$ cat config.mk
export PLATFORM = sky130hd
export DESIGN_NAME = gray_cnt_rx_monitor
export DESIGN_NICKNAME = d
export VERILOG_FILES = /design/src/rtl/gray_pkg.sv /design/src/rtl/gray_cnt_rx_monitor_sync.sv /design/src/rtl/gray_cnt_rx_monitor.sv
export SDC_FILE = /design/constraint.sdc
export NUM_CORES = 1
export LEC_CHECK = 0
export BUFFER_PORTS_ARGS = -buffer_cell sky130_fd_sc_hd__buf_2
export CORE_MARGIN = 2
export CORE_UTILIZATION = 25
export DETAILED_ROUTE_END_ITERATION = 10
export GPL_ROUTABILITY_DRIVEN = 0
export PLACE_DENSITY = 0.38
export SETUP_SLACK_MARGIN = 0.05
export SLEW_MARGIN = 15
export SYNTH_ARGS = -nofsm -noshare
export SYNTH_HDL_FRONTEND = slang
export SYNTH_SLANG_ARGS = --single-unit
export TNS_END_PERCENT = 100
$ cat constraint.sdc
create_clock -name i_clk -period 4.6 [get_ports i_clk]
set_clock_uncertainty 0.15 [all_clocks]
set_input_delay 1.15 -clock i_clk [delete_from_list [all_inputs] [get_ports i_clk]]
set_output_delay 1.15 -clock i_clk [all_outputs]
set_load 0.02 [all_outputs]
$ cat src/rtl/gray_pkg.sv
// Shared types and width-generic Gray/binary conversions for the Gray-count receive path.
// Conversions operate on GRAY_MAX_W bits; callers zero-extend and truncate to their own width.
package gray_pkg;

  localparam int GRAY_MAX_W = 32;

  typedef enum logic [1:0] {PRIME, LOCKING, LOCKED} mon_state_t;
  typedef enum logic [1:0] {HOLD, UP, DN, ERR} step_t;

  // Zero bits above the caller's width leave the prefix-XOR unchanged, so one function serves all widths.
  function automatic logic [GRAY_MAX_W-1:0] gray2bin(input logic [GRAY_MAX_W-1:0] g);
    logic [GRAY_MAX_W-1:0] b;
    b[GRAY_MAX_W-1] = g[GRAY_MAX_W-1];
    for (int i = GRAY_MAX_W-2; i >= 0; i--) begin
      b[i] = b[i+1] ^ g[i];
    end
    return b;
  endfunction

  function automatic logic [GRAY_MAX_W-1:0] bin2gray(input logic [GRAY_MAX_W-1:0] b);
    return b ^ (b >> 1);
  endfunction

endpackage

$ cat src/rtl/gray_cnt_rx_monitor_sync.sv
// Input synchroniser for the Gray count: STAGES-deep flop chain, cleared by synchronous reset.
// Latency STAGES cycles; no backpressure.
module gray_sync #(
  parameter int W      = 4,
  parameter int STAGES = 2
) (
  input  logic         i_clk,
  input  logic         rst,
  input  logic [W-1:0] d,
  output logic [W-1:0] q
);

  (* ASYNC_REG = "TRUE" *) logic [W-1:0] sync_q [STAGES];

  always_ff @(posedge i_clk) begin
    if (rst) begin
      for (int i = 0; i < STAGES; i++) sync_q[i] <= '0;
    end else begin
      sync_q[0] <= d;
      for (int i = 1; i < STAGES; i++) sync_q[i] <= sync_q[i-1];
    end
  end

  assign q = sync_q[STAGES-1];

endmodule

$ cat src/rtl/gray_cnt_rx_monitor.sv
// Gray-count receive monitor: synchronise, decode, classify each step, track lock, count errors.
// Latency gray_in -> bin_out/strobes is SYNC_STAGES+1 cycles; no backpressure (free-running sampler).
module gray_cnt_rx_monitor
  import gray_pkg::*;
#(
  parameter int DATA_WIDTH  = 4,
  parameter int SYNC_STAGES = 2,
  parameter int LOCK_CNT    = 4,
  parameter int ALLOW_DOWN  = 0,
  parameter int ERR_W       = 8
) (
  input  logic                  i_clk,
  input  logic                  rst,
  input  logic [DATA_WIDTH-1:0] gray_in,
  input  logic                  err_clr,
  output logic [DATA_WIDTH-1:0] bin_out,
  output logic                  step_up,
  output logic                  step_dn,
  output logic                  step_err,
  output logic                  locked,
  output logic [ERR_W-1:0]      err_cnt
);

  localparam logic [DATA_WIDTH-1:0] ONE        = DATA_WIDTH'(1);
  localparam logic [7:0]            LOCK_CNT_V = 8'(LOCK_CNT);

  logic [DATA_WIDTH-1:0] gs;
  logic [DATA_WIDTH-1:0] gb;
  logic [DATA_WIDTH-1:0] ref_q;
  step_t                 cls;
  mon_state_t            state_q, state_nxt;
  logic [7:0]            good_q, good_nxt;
  logic                  up_nxt, dn_nxt, err_nxt;

  gray_sync #(.W(DATA_WIDTH), .STAGES(SYNC_STAGES)) u_sync (
    .i_clk (i_clk),
    .rst   (rst),
    .d     (gray_in),
    .q     (gs)
  );

  assign gb = DATA_WIDTH'(gray2bin(GRAY_MAX_W'(gs)));

  // Comparisons are DATA_WIDTH wide, so ref+1 / ref-1 wrap modulo 2^DATA_WIDTH.
  always_comb begin
    cls = ERR;
    if (gb == ref_q)              cls = HOLD;
    else if (gb == ref_q + ONE)   cls = UP;
    else if (gb == ref_q - ONE)   cls = (ALLOW_DOWN != 0) ? DN : ERR;
  end

  always_comb begin
    state_nxt = state_q;
    good_nxt  = good_q;
    up_nxt    = 1'b0;
    dn_nxt    = 1'b0;
    err_nxt   = 1'b0;
    unique case (state_q)
      PRIME: state_nxt = LOCKING;
      LOCKING: begin
        if (cls == UP || cls == DN) begin
          good_nxt = good_q + 8'd1;
          if (good_q + 8'd1 == LOCK_CNT_V) state_nxt = LOCKED;
        end else if (cls == ERR) begin
          good_nxt = '0;
        end
      end
      LOCKED: begin
        if (cls == ERR) begin
          state_nxt = LOCKING;
          good_nxt  = '0;
        end
      end
      default: state_nxt = PRIME;
    endcase
    if (state_q != PRIME) begin
      up_nxt  = (cls == UP);
      dn_nxt  = (cls == DN);
      err_nxt = (cls == ERR);
    end
  end

  always_ff @(posedge i_clk) begin
    if (rst) begin
      state_q <= PRIME;
      good_q  <= '0;
    end else begin
      state_q <= state_nxt;
      good_q  <= good_nxt;
    end
  end

  always_ff @(posedge i_clk) begin
    if (rst) begin
      bin_out <= '0;
      ref_q   <= '0;
    end else begin
      bin_out <= gb;
      ref_q   <= gb;
    end
  end

  always_ff @(posedge i_clk) begin
    if (rst) begin
      step_up  <= 1'b0;
      step_dn  <= 1'b0;
      step_err <= 1'b0;
      locked   <= 1'b0;
    end else begin
      step_up  <= up_nxt;
      step_dn  <= dn_nxt;
      step_err <= err_nxt;
      locked   <= (state_nxt == LOCKED);
    end
  end

  // Clear wins, but an error landing on the clear cycle is still counted.
  always_ff @(posedge i_clk) begin
    if (rst) begin
      err_cnt <= '0;
    end else if (err_clr) begin
      err_cnt <= err_nxt ? ERR_W'(1) : '0;
    end else if (err_nxt && err_cnt != '1) begin
      err_cnt <= err_cnt + ERR_W'(1);
    end
  end

endmodule

==> results.txt <==
The flow ran to the end, and the final reports show no timing, DRC or antenna violations. The floorplan step set the die width to 84.4 um. The worst-case hold path end point was u_sync.sync_q[0][4]$_SDFF_PP0_.

Detailed placement finished with a half-perimeter wire length of 2510 um. The first global-routing pass estimated 6000 um of wire. The synthesized design spends more area on one cell type than any other, namely sky130_fd_sc_hd__dfxtp_1. The run gives 1620 um^2 as the netlist area before placement.

Summed over all nets, the switching power comes to 165 uW. For the portion of total power attributed to combinational logic, the log shows 0.141. The critical path in this run is classified as reg2reg. The largest net degree at the start of global routing was 24.

The relative contribution of sequential cells to total power was 0.499; the cell count of the worst reg-to-reg path was 6. In this run the power density over the cells is 332 nW/um^2. Once detail routing completed, the nets flagged for antenna violations numbered 0. The proportion of total power due to net switching works out to 0.264.

The required time of the worst setup path is 4650 ps, and the hold buffer count at CTS is 0. For the worst relative slew slack, the log shows 0.319. Counting flops and latches in the post-synthesis netlist gives 34.

The worst hold path depth is 1. Derived from the worst setup path, the maximum achievable clock frequency is 333 MHz. The detailed router used layers up to and including met4. The run gives 3360 um as the sum of routed wire length over all layers.

The worst hold path belongs to the class reg2reg. The count of max-cap constraint violations came out at 0. The layout has 705 filler cells. Counting distinct cell types in the post-synthesis netlist gives 43. The tools report the wire length on met1 as 1580 um. In this run, synthesis inferred 0 flip-flops with an integrated enable. The number of hold violations in the final report is 0.

Dividing the detail-routed wire length by the instance count gives 12.1 um. The minimum clock period came out at 3010 ps. Setup repair after global routing left no endpoint under its margin. The total routing resource utilization after global routing came out at 0.102. In the final timing run, aggregate negative setup slack is 0 ps. Once the clock tree was built, the setup fixing pass inserted 0 buffers. The first detailed-routing pass ran for 4 iterations. The full die area was 7130 um^2. The internal power contribution was 460 uW. The average instance in the mapped netlist occupies 9.24 um^2. After detailed routing, the number of vias per cell comes to 4.92. The number of gates resized after CTS was 0. The tools report the initial standard-cell utilization of the core as 0.256. The residual overflow from global routing is 0. Yosys printed 0 warnings. CTS placed an instance of sky130_fd_sc_hd__clkbuf_8 at the clock tree root.

The tools report the number of endpoints failing setup at the final stage as 0. Along the worst path, the maximum fanout reaches 10. The endpoint identified for the worst register-to-register timing path is good_q[6]$_SDFFE_PP0P_. The I/O pin count came out at 23.

The logs give 0 for the initial antenna violation count and 0.360 for the clock group share of total power. The number of global-route vias before repair was 1356. The post-route fraction of the period consumed by the critical path was 0.653. The level count of the clock H-tree came out at 2. TritonCTS built the clock tree.

The net count of the finished layout is 214. The final-report max-slew violation count is 0. Leaving out fill and tap cells, the most frequent cell in the layout is sky130_fd_sc_hd__dfxtp_1.

Fraction of layout cells with a size suffix above 1: 0.169. The worst reg-to-reg setup slack was 1590 ps; the peak ir drop on the vdd network was 0.000114 V. In the detailed route, the total length drawn on met2 is 1620 um. The clock transition time at the flip-flop clock pins of the worst setup and hold paths was 70 ps; the number of cell rows was 29. The chip height was 84.4 um; the synthesized net count was 189. The final route contains 1368 vias.

Port buffering added 22 buffers. The routed design uses 129 um of met3 wire. Ranked by total cell area, the synthesized netlist is headed by sky130_fd_sc_hd__dfxtp_1 (42%), sky130_fd_sc_hd__ha_1 (5.4%), sky130_fd_sc_hd__nor2b_1 (4.6%). The worst-margin pin slew is 1010 ps.

The startpoint class of the critical path was a flop. The share of the synthesized area in the top cell type is 0.421, and the worst-case hold slack is 289 ps. The run gives 5 as the number of CTS-inserted buffers. The startpoint identified for the worst hold timing path is u_sync.sync_q[0][0]$_SDFF_PP0_. The worst register-to-register path begins at u_sync.sync_q[0][7]$_SDFF_PP0_. The clock passes through at most 2 buffers.

The static leakage came out at 0.000744 uW. Synthesis produced a netlist whose cell count is 175. The tools report the sequential element share of the synthesized area as 0.421. CTS saw 34 sinks. The count of antenna diodes in the layout came out at 0. The area growth from synthesis to layout is 16.6%. The tools report the arrival time reported for the critical path endpoint as 3050 ps. Prevailing post-synth register cell: sky130_fd_sc_hd__dfxtp_1.

The fraction of registers with async set/reset was 0. After floorplanning, the core was sized to cover 6310 um^2. The tools report the kind of end point of the critical path as a flop. In the routed design, unresolved DRC markers number 0. The top cell types in the final layout, fill and taps aside, are sky130_fd_sc_hd__dfxtp_1 (34), sky130_fd_sc_hd__buf_2 (22), sky130_fd_sc_hd__nand2_1 (14).

The run gives 48 as the number of design-rule violations left by the first detailed-router iteration. The later pin in the worst-skew pair is clocked with a latency of 280 ps.
power by group through the flow:
stage	registers, uW	logic [uW]	clock network (uW)
2_1_floorplan	324	64.9	0
6_report	313	88.0	225
4_1_cts	313	89.5	238
3_3_place_gp	319	88.3	0
3_5_place_dp	320	89.2	0
5_1_grt	314	99.6	248
state kept, by name, summed over array words and instances, names as in the netlist:
signal         flops
step_dn            1
u_sync.sync_q      8
good_q             8
state_q            2
step_up            1
step_err           1
locked             1
err_cnt            8
ref_q              4
layer usage:
metal,vias to the layer above,GRT usage
met5,-,0
li1,690,-
met1,647,0.126
met3,4,0.0285
met4,0,0.0390
met2,27,0.169
Yosys cell counts, drive strengths merged (3+ instances only):
master / number
a21oi: 10
and3: 4
buf: 3
dfxtp: 34
ha: 7
inv: 6
nand2: 14
nand3: 11
nand3b: 4
nor2: 4
nor2b: 12
nor3: 6
o211ai: 5
o21ai: 12
or3: 3
or4: 4
xnor2: 6
metrics by stage:
step / cells / util / cell area (um^2) / setup WS [ps] / power (uW)
4_1_cts: 278 / 0.298 / 1880 / 1620 / 640
3_3_place_gp: 270 / 0.284 / 1790 / 1760 / 407
6_report: 278 / 0.298 / 1880 / 1590 / 626
2_1_floorplan: 175 / - / 1620 / 1930 / 389
3_5_place_dp: 270 / 0.284 / 1790 / 1640 / 409
5_1_grt: 278 / 0.298 / 1880 / 1340 / 662
critical path, cell delays in order, from the launching register on:
cell and delay [ps]:
sky130_fd_sc_hd__dfxtp_1 460, sky130_fd_sc_hd__xor3_1 520, sky130_fd_sc_hd__xor3_1 330, sky130_fd_sc_hd__o211ai_2 230, sky130_fd_sc_hd__nor4b_1 880, sky130_fd_sc_hd__nand2_1 170
sky130_fd_sc_hd__o22ai_1 190
how the worst max path moves through the flow:
stage / cells past startpoint / slack, ps / to / start
finish: 6 / 1590 / good_q[6]$_SDFFE_PP0P_ / u_sync.sync_q[0][7]$_SDFF_PP0_
floorplan: 8 / 1930 / err_cnt[4]$_SDFFE_PP0P_ / ref_q[1]$_SDFF_PP0_
CTS: 6 / 1620 / good_q[6]$_SDFFE_PP0P_ / u_sync.sync_q[0][7]$_SDFF_PP0_
global route: 6 / 1340 / good_q[6]$_SDFFE_PP0P_ / u_sync.sync_q[0][7]$_SDFF_PP0_
detailed placement: 6 / 1640 / good_q[6]$_SDFFE_PP0P_ / u_sync.sync_q[0][7]$_SDFF_PP0_
global placement: 6 / 1760 / err_cnt[7]$_SDFFE_PP0P_ / u_sync.sync_q[0][7]$_SDFF_PP0_
layout make-up:
| class | count | area [um^2] | share of cell area |
|---|---|---|---|
| multi-input combinational | 131 | 883 | 0.469 |
| sequential | 34 | 681 | 0.361 |
| timing repair buffer | 22 | 110 | 0.0584 |
| tap | 77 | 96.3 | 0.0511 |
| clock buffer | 7 | 86.3 | 0.0458 |
| inverter | 6 | 22.5 | 0.0120 |
| clock inverter | 1 | 5.00 | 0.00266 |
kinds of logic after synthesis:
| group | after synthesis | share of synthesized area |
|---|---|---|
| adder cells (fa/ha/maj) | 7 | 0.0542 |
| AO/OA/AOI/OAI | 41 | 0.166 |
| XOR/XNOR | 10 | 0.0728 |
| other | 1 | 0.00232 |
| flip-flops | 34 | 0.421 |
| AND/OR/NAND/NOR | 72 | 0.252 |
| buffers and inverters | 10 | 0.0325 |
No activity file was read; power rests on OpenSTA's default activity.
